===== config.mk =====
export PLATFORM = sky130hd
export DESIGN_NAME = rtc_read_seq
export DESIGN_NICKNAME = d
export VERILOG_FILES = /design/src/rtl/rtc_read_seq_pkg.sv /design/src/rtl/rtc_poll_timer.sv /design/src/rtl/rtc_read_seq.sv
export SDC_FILE = /design/constraint.sdc
export NUM_CORES = 1
export LEC_CHECK = 0
export ABC_AREA = 1
export CAP_MARGIN = 25
export CORE_MARGIN = 4
export CORE_UTILIZATION = 40
export DETAILED_ROUTE_END_ITERATION = 10
export GPL_TIMING_DRIVEN = 0
export PLACE_DENSITY_LB_ADDON = 0.1
export SYNTH_ARGS = -nofsm -noshare
export SYNTH_HDL_FRONTEND = slang
export SYNTH_HIERARCHICAL = 1
export SYNTH_SLANG_ARGS = --single-unit

===== constraint.sdc =====
create_clock -name clk -period 3.82 [get_ports clk]
set_input_delay 0.382 -clock clk [delete_from_list [all_inputs] [get_ports clk]]
set_output_delay 0.382 -clock clk [all_outputs]
set_load 0.01 [all_outputs]

===== src/rtl/rtc_read_seq_pkg.sv =====
`default_nettype none
// ============================================================================
// Module   : rtc_pkg
// Brief    : Shared constants and types for the RTC read sequencer: command
//            write address/value, address map of the nine polled registers,
//            hour-field mask and the sequencer state encoding.
// Revision : 1.0 - initial release
// ============================================================================
package rtc_pkg;

  // Transfer command that latches the RTC time registers before reading
  localparam logic [7:0] CMD_ADDR  = 8'hF0;
  localparam logic [7:0] CMD_XFER  = 8'hF2;

  // Number of register reads per burst and the slots that hold hour fields
  localparam logic [3:0] NUM_READS  = 4'd9;
  localparam logic [3:0] IDX_HORA   = 4'd2;
  localparam logic [3:0] IDX_HORACR = 4'd8;

  // Hour bytes carry the 12/24h and AM/PM flags in the top bits
  localparam logic [7:0] HOUR_MASK = 8'h3F;

  typedef enum logic [2:0] {
    IDLE   = 3'd0,
    CMD    = 3'd1,
    RD     = 3'd2,
    GAP    = 3'd3,
    COMMIT = 3'd4,
    ABORT  = 3'd5
  } state_t;

  // Address ROM: read slot index -> RTC register address
  function automatic logic [7:0] read_addr(input logic [3:0] idx);
    logic [7:0] a;
    a = 8'h00;
    case (idx)
      4'd0:    a = 8'h21;  // seg
      4'd1:    a = 8'h22;  // min
      4'd2:    a = 8'h23;  // hora
      4'd3:    a = 8'h24;  // dia
      4'd4:    a = 8'h25;  // mes
      4'd5:    a = 8'h26;  // year
      4'd6:    a = 8'h41;  // segcr
      4'd7:    a = 8'h42;  // mincr
      4'd8:    a = 8'h43;  // horacr
      default: a = 8'h00;
    endcase
    return a;
  endfunction

endpackage
`default_nettype wire


===== src/rtl/rtc_poll_timer.sv =====
`default_nettype none
// ============================================================================
// Module   : rtc_poll_timer
// Brief    : Free-running down counter that produces a one-cycle expiry
//            pulse every POLL_CYCLES cycles while enabled.
// Revision : 1.0 - initial release
// Ports    : clk    - system clock
//            rst_n  - asynchronous active-low reset
//            en     - count enable; counter holds while low
//            expiry - high for the cycle in which the count wraps
// ============================================================================
module rtc_poll_timer #(
  parameter int unsigned POLL_CYCLES = 10_000_000
) (
  input  logic clk,
  input  logic rst_n,
  input  logic en,
  output logic expiry
);

  localparam int unsigned     c_cw     = $clog2(POLL_CYCLES);
  localparam logic [c_cw-1:0] c_reload = c_cw'(POLL_CYCLES - 1);

  logic [c_cw-1:0] r_cnt;

  always_ff @(posedge clk or negedge rst_n) begin
    if (!rst_n) begin
      r_cnt <= c_reload;
    end else if (en) begin
      if (r_cnt == '0) r_cnt <= c_reload;
      else             r_cnt <= r_cnt - 1'b1;
    end
  end

  // Combinational so the sequencer reacts in the wrap cycle itself
  assign expiry = en && (r_cnt == '0);

endmodule
`default_nettype wire


===== src/rtl/rtc_read_seq.sv =====
`default_nettype none
// ============================================================================
// Module   : rtc_read_seq
// Brief    : Periodic / on-demand RTC read sequencer. Issues the transfer
//            command, reads nine time/date/timer registers into shadow
//            registers and publishes them atomically as three BCD words.
// Revision : 1.0 - initial release
// Ports    : clk, rst_n         - clock, asynchronous active-low reset
//            en, refresh        - poll enable, immediate burst request
//            bus_req/wr/addr/wdata, bus_ack/rdata - RTC bus handshake
//            datos1..3, ap      - published time, date, timer, PM flag
//            valid, busy, err   - update strobe, burst active, sticky timeout
// ============================================================================
module rtc_read_seq
  import rtc_pkg::*;
#(
  parameter int unsigned POLL_CYCLES = 10_000_000,
  parameter int unsigned TIMEOUT     = 255
) (
  input  logic        clk,
  input  logic        rst_n,
  input  logic        en,
  input  logic        refresh,
  output logic        bus_req,
  output logic        bus_wr,
  output logic [7:0]  bus_addr,
  output logic [7:0]  bus_wdata,
  input  logic        bus_ack,
  input  logic [7:0]  bus_rdata,
  output logic [23:0] datos1,
  output logic [23:0] datos2,
  output logic [23:0] datos3,
  output logic        ap,
  output logic        valid,
  output logic        busy,
  output logic        err
);

  // Last wait-count value; an ack arriving in that same cycle still wins
  localparam logic [7:0] c_to_last = 8'(TIMEOUT - 1);

  state_t     r_state;
  logic [3:0] r_idx;
  logic [7:0] r_wcnt;
  logic       r_pending;
  logic [7:0] r_shadow [NUM_READS];
  logic       r_ap_sh;

  logic w_expiry;
  logic w_trigger;
  logic w_ack;
  logic w_timeout;

  rtc_poll_timer #(
    .POLL_CYCLES (POLL_CYCLES)
  ) u_poll_timer (
    .clk    (clk),
    .rst_n  (rst_n),
    .en     (en),
    .expiry (w_expiry)
  );

  assign w_trigger = w_expiry || refresh || r_pending;
  assign w_ack     = bus_ack && bus_req;
  assign w_timeout = (r_wcnt == c_to_last);

  always_ff @(posedge clk or negedge rst_n) begin
    if (!rst_n) begin
      r_state   <= IDLE;
      r_idx     <= '0;
      r_wcnt    <= '0;
      r_pending <= 1'b0;
      r_ap_sh   <= 1'b0;
      for (int i = 0; i < int'(NUM_READS); i++) r_shadow[i] <= '0;
      bus_req   <= 1'b0;
      bus_wr    <= 1'b0;
      bus_addr  <= '0;
      bus_wdata <= '0;
      datos1    <= '0;
      datos2    <= '0;
      datos3    <= '0;
      ap        <= 1'b0;
      valid     <= 1'b0;
      busy      <= 1'b0;
      err       <= 1'b0;
    end else begin
      valid <= 1'b0;

      case (r_state)
        IDLE: begin
          if (w_trigger) begin
            r_state   <= CMD;
            r_idx     <= '0;
            r_wcnt    <= '0;
            bus_req   <= 1'b1;
            bus_wr    <= 1'b1;
            bus_addr  <= CMD_ADDR;
            bus_wdata <= CMD_XFER;
            busy      <= 1'b1;
          end
        end

        CMD, RD: begin
          if (w_ack) begin
            bus_req <= 1'b0;
            r_state <= GAP;
            if (r_state == RD) begin
              if (r_idx == IDX_HORA || r_idx == IDX_HORACR)
                r_shadow[r_idx] <= bus_rdata & HOUR_MASK;
              else
                r_shadow[r_idx] <= bus_rdata;
              if (r_idx == IDX_HORA) r_ap_sh <= bus_rdata[7];
              r_idx <= r_idx + 1'b1;
            end
          end else if (w_timeout) begin
            bus_req <= 1'b0;
            err     <= 1'b1;
            r_state <= ABORT;
          end else begin
            r_wcnt <= r_wcnt + 1'b1;
          end
        end

        GAP: begin
          if (r_idx < NUM_READS) begin
            r_state   <= RD;
            r_wcnt    <= '0;
            bus_req   <= 1'b1;
            bus_wr    <= 1'b0;
            bus_addr  <= read_addr(r_idx);
            bus_wdata <= '0;
          end else begin
            r_state <= COMMIT;
          end
        end

        COMMIT: begin
          datos1  <= {r_shadow[2], r_shadow[1], r_shadow[0]};
          datos2  <= {r_shadow[3], r_shadow[4], r_shadow[5]};
          datos3  <= {r_shadow[8], r_shadow[7], r_shadow[6]};
          ap      <= r_ap_sh;
          valid   <= 1'b1;
          err     <= 1'b0;
          busy    <= 1'b0;
          r_state <= IDLE;
        end

        ABORT: begin
          // Partial burst is dropped so a later commit never mixes bursts
          for (int i = 0; i < int'(NUM_READS); i++) r_shadow[i] <= '0;
          r_ap_sh <= 1'b0;
          busy    <= 1'b0;
          r_state <= IDLE;
        end

        default: r_state <= IDLE;
      endcase

      // Any trigger seen in IDLE starts a burst at once, so pending only
      // needs to remember triggers that arrive while a burst is in flight.
      if (r_state == IDLE)
        r_pending <= 1'b0;
      else if (w_expiry || refresh)
        r_pending <= 1'b1;
    end
  end

endmodule
`default_nettype wire

== Word level (Yosys, flattened, before mapping) ==
Memory sizes are Yosys's and may differ from the RTL's.
Cells that the tools add are included.
Cells by class
  add/sub/neg operators: 3
  multipliers: 0
  divide/modulo/power cells: 0
  magnitude comparators: 3
  equal/unequal tests: 17
  shift operators: 0
  multiplexer cells: 46
  bitwise logic cells: 1
  reductions and logical operators: 26
Operators with widths (count)
  $mux W72: 3
  $bwmux W72: 2
  $pmux W72 S2: 1
  $mux W8: 8
  $demux W8 S4: 1
  $pmux W8 S2: 2
  $logic_not A24 Y1: 1
  $mux W24: 1
  $pmux W8 S3: 1
  $sub A24 B1 Y24 const B: 1
  $ne A2 B2 Y1 const B: 8
  $mux W1: 13
  $mux W3: 4
  $mux W4: 3
  $reduce_and A4 Y1: 3
  $reduce_bool A2 Y1: 6
  $pmux W3 S3: 1
  $reduce_and A3 Y1: 3
  $add A8 B1 Y8 const B: 1
  $eq A8 B8 Y1 const B: 1
  $pmux W1 S2: 4
  $pmux W4 S2: 1
  $eq A3 B2 Y1 const B: 2
  $eq A3 B3 Y1 const B: 2
  17 further kinds: 23
Word-level totals
  register bits: 207
  bits in latches: 0
  memory bits (writable): 0
  memory bits (read-only): 80
  input bits: 13
  output and inout port bits: 94
  logic and storage cells: 123
  memories: 1
Memory list
  (no name shown): depth 16, width 5, rd ports 1, clocked after Yosys merged registers in 0, wr ports 0, line rtc_read_seq_pkg.sv:36  | case (idx)

== Longest topological paths before layout ==
  depth after elaboration: 10
  depth in mapped cells: 18
  depth with buffers taken out: 17

== Cells and area by module ==
The synthesis kept the hierarchy.
By module, submodules not included
  rtc_read_seq: times used 1, cells an instance 715, area an instance 6962.9 sq um, sequential area each 4304.1 sq um
  rtc_poll_timer: times used 1, cells an instance 233, area an instance 1556.5 sq um, sequential area each 618.1 sq um

== Worst setup path before layout ==
OpenSTA, ideal clock, no wires.
  kind: register to register
  start: reg u_poll_timer.r_cnt[0]
  end: reg r_wcnt[5]
  setup time: 0.116 ns
  arrival: 1.880 ns
  required time: 3.704 ns
  setup slack: 1.824 ns
  stages on the path, launching flop included: 19
  path buffers: 1
  period minus slack after synthesis: 1.996 ns
  cell sequence: dfstp_2 -> inv_1 -> ha_1 -> inv_1 -> nor2_1 -> nand3_1 -> nor2_2 -> nand2_2 -> buf_6 -> inv_1 -> nor2_1 -> nand2_1 -> inv_1 -> nand2_1 -> inv_1 -> nor2_2 -> nand2_2 -> nand2_1 -> nand2_1
Between the ends
  longest elaborated chain between the ends: 6
Ends and longest elaborated chain
  start: declaration: line rtc_poll_timer.sv:24  | logic [c_cw-1:0] r_cnt;
  start signal: assignment: line rtc_poll_timer.sv:28  | r_cnt <= c_reload;
  start signal: assignment: line rtc_poll_timer.sv:30  | if (r_cnt == '0) r_cnt <= c_reload;
  start signal: assignment: line rtc_poll_timer.sv:31  | else r_cnt <= r_cnt - 1'b1;
  $logic_not A24 Y1: line rtc_poll_timer.sv:36  | assign expiry = en && (r_cnt == '0);
  $logic_and A1 B1 Y1: line rtc_poll_timer.sv:36
  net w_expiry: line rtc_read_seq.sv:49  | logic w_expiry;
  $logic_or A1 B1 Y1 (2 in a row): line rtc_read_seq.sv:63  | assign w_trigger = w_expiry || refresh || r_pending;
  $ne A2 B2 Y1 (no source line)
  $reduce_and A5 Y1 (no source line)
  end signal: assignment: line rtc_read_seq.sv:120  | r_wcnt <= r_wcnt + 1'b1;
  end: declaration: line rtc_read_seq.sv:44  | logic [7:0] r_wcnt;
The timed path passes the listed nets, and every way through them passes these cells.
A chain may end at the register's enable or synchronous reset.

== Worst setup path after layout ==
  start: reg u_poll_timer.r_cnt[0]
  end: reg r_wcnt[1]
The elaborated chain is that of the path after synthesis.

==> flow_summary.yaml <==
floorplanning:
  die_area_um2: 23700
  ios: 107
  floorplan.initialDensity_pct: 40.7
  die_y_um: 154
  die_w_um: 154
  row_count: 53
  coreArea_um2: 21000
final_layout:
  fillers: 2055
  antennaDiodeCount: 0
  regArea_um2: 4920
  stdcell_count: 1362
  area_delta_synth_final_pct: 23.2
  postLayoutCoreUtil_pct: 50.1
  fin_nets: 1095
  multi_input_area_um2: 2880
  drive_above_1_share_pct: 10.8
clocking:
  cts_resized: 0
  cts_sinks: 196
  clkTransAtPathRegs_ns: 0.07
  clockBufferDepth: 2
  cts_tree: "yes"
  cts-root-buf: "clkbuf_16"
  cts_buffers: 17
  holdBufCountCts: 1
  clk_latency_ns: 0.43
  cts_setup_buffers: 0
  cts.htree.levels: 4
sta:
  worstMarginPinSlew_ns: 0.619
  hold_viol: 0
  setup_viol: 0
  clock_skew_ns: 0.00663
  setup_tns_ns: 0
  maxSlewViolCount: 0
  rsz0062_at_grt: "false"
  max_freq_mhz: 422
  relSlewSlack_pct: 58.7
  min_period_ns: 2.37
  fin_crit_sh_pct: 62.0
  setup_slack_ns: 1.45
  fin_hold_ws_ns: 0.483
synth:
  synth_seq_cells: 196
  syn_inst: 948
  ys_types: 35
  syn_area_um2: 8520
  synth.avg_cell_area_um2: 8.99
  synth-seq-area-share_pct: 57.8
  ys_warn_count: 6
route:
  drtIter0Drc: 493
  vias_per_cell: 4.85
  first_pass_iters: 5
  wire_per_inst_um: 15.6
  drc: 0
  ant_nets: 0
  vias: 6599
  wirelength_um: 21200
critical_path:
  cp-start-kind: "flop"
  r2r_cells: 18
  timing.rr.end: "r_wcnt[1]"
  crit_slowest_cell: "dfstp_2"
  rrSetupSlack_ns: 1.45
  crit_type: "flop to flop"
  cp_cell_sequence: "inv_1 > ha_1 > inv_1 > nor2_1 > nand3_1 > nor2_2 > nand2_2 > buf_6 > inv_1 > nor2_1 > nand2_1 > inv_1 > nand2_1 > inv_1 > nor2_2 > nand2_2 > nand2_1 > nand2_1"
  r2r_start: "u_poll_timer/r_cnt[0]"
  critPathCaptureType: "flop"
  cp_slowest_stage_delay_ns: 0.37
  required_ns: 4.13
  arrival_ns: 2.68
  path_max_fanout: 10
  crit_top_cell: "inv_1"
power:
  leakage_uw: 0.00490
  vdd_drop_max_mv: 0.318
  power.density_nw_per_um2: 567
place:
  port_buffers: 102
  dp.cells: 1329
  gp_congestion: 0.867
  dp_hpwl_um: 15000
  place_worst_setup_slack_ns: 0.989
outcome:
  status: "completed"
grt:
  grt_max_degree: 122
  use_met3_pct: 3.41
  grt_usage_pct: 18.6
  use_met2_pct: 29.3
  antenna_found_initial: 0
  grt_pass1_vias: 6492
  grt_pass1_wl_um: 35300
  busiest_layer: "met2"
  grt_overflow: 0
  met1_usage_pct: 26.6
hold_path:
  hold_path_class: "flop to flop"
  holdPathStages: 2
  hold_path_startpoint: "datos2[15]"
  hold-path-endpoint: "datos2[15]"
flow_run:
  drv_cap: 0
## metrics by stage
stage	area [um2]	total power, uW
final	10500	5950
after global routing	10500	6330
after CTS	10500	6030
after detailed placement	9930	4310
after global placement	9900	4300
after floorplan	8530	3600
## critical path, delay by kind of cell (launching register included)
family | cells | cell delay (ns)
adders and majority gates | 1 | 0.16
buffers and inverters | 6 | 0.54
DFF | 1 | 0.37
and+or+nand+nor | 11 | 1.21
## how the worst max path moves through the flow
stage,from,endpoint,slack [ns],depth (start not counted)
finish,u_poll_timer/r_cnt[0],r_wcnt[1],1.45,18
global route,u_poll_timer/r_cnt[0],r_wcnt[5],1.10,17
CTS,u_poll_timer/r_cnt[0],r_wcnt[1],1.40,18
detailed placement,en,r_wcnt[1],0.99,17
global placement,rst_n,r_wcnt[6],-6.01,1
floorplan,u_poll_timer/r_cnt[0],r_wcnt[5],1.82,18
## layer usage
layer | up-vias | part of all wire, % | wire length, um
met5 | - | 0 | 0
met4 | 0 | 1.2 | 245
met3 | 19 | 4.5 | 951
met2 | 136 | 46 | 9770
met1 | 3158 | 48 | 10300
li1 | 3286 | - | -
## cell usage in the layout (no fill, tap or decap), drive strengths merged
master         instances
ha                     8
nand4                  5
clkdlybuf4s50        101
xnor2                  2
clkinv                 3
nor2                  93
nor3                   1
nand3                 57
clkinvlp               5
inv                  139
buf                   27
o31ai                  1
nand2                240
dfstp                 14
nor3b                  2
clkbuf                30
dfrtp                182
dlygate4sd3            1
o21bai                 2
xor2                   2
a21boi                 1
conb                   4
o21ai                 88
o22ai                 65
o211ai                 3
or2                    2
a21oi                  9
## Yosys cell counts, drive strengths merged
library cell | instances | area [um2]
o22ai | 65 | 407
nor2 | 93 | 399
o31ai | 1 | 7.51
a21oi | 9 | 45.0
nand4 | 5 | 31.3
nor3 | 1 | 5.00
or2 | 2 | 12.5
nand2 | 240 | 951
o211ai | 3 | 27.5
ha | 8 | 100
o21ai | 88 | 440
xor2 | 2 | 17.5
dfstp | 14 | 368
a21boi | 1 | 7.51
conb | 1 | 3.75
clkbuf | 8 | 30.0
nand3 | 57 | 365
inv | 137 | 514
buf | 25 | 185
o21bai | 2 | 15.0
dfrtp | 182 | 4550
nor3b | 2 | 15.0
xnor2 | 2 | 17.5
## report_power, final
group | switching, uW | internal, uW | total (uW)
registers | 203 | 2360 | 2570
clock network | 786 | 907 | 1690
logic | 1070 | 628 | 1700
## state kept, by name, summed over array words and instances (netlist names), 3 cells and up
signal and count:
r_state 3, r_wcnt 8, datos2 24, datos3 24, u_poll_timer/r_cnt 24, datos1 24
r_shadow 72, bus_addr 5, r_idx 4
## final cells by class
cell class	instances	share of cell area, %
buffer	33	2.05
timing repair buffer	104	10.1
clock inverter	10	0.703
clock buffer	22	4.61
multi-input combinational	585	27.4
inverter	137	4.90
tap	275	3.28
sequential	196	46.9
## logic make-up (layout without fill, tap and decap cells)
kind of cell	after synthesis	count (layout)	synth area share (%)
xor+xnor	4	4	0.411
fa+ha+maj	8	8	1.17
other cells	1	4	0.0440
simple gates	400	400	20.9
flops	196	196	57.8
compound gates	169	169	11.1
buf+inv	170	306	8.56
(Power assumes the default switching activity.)
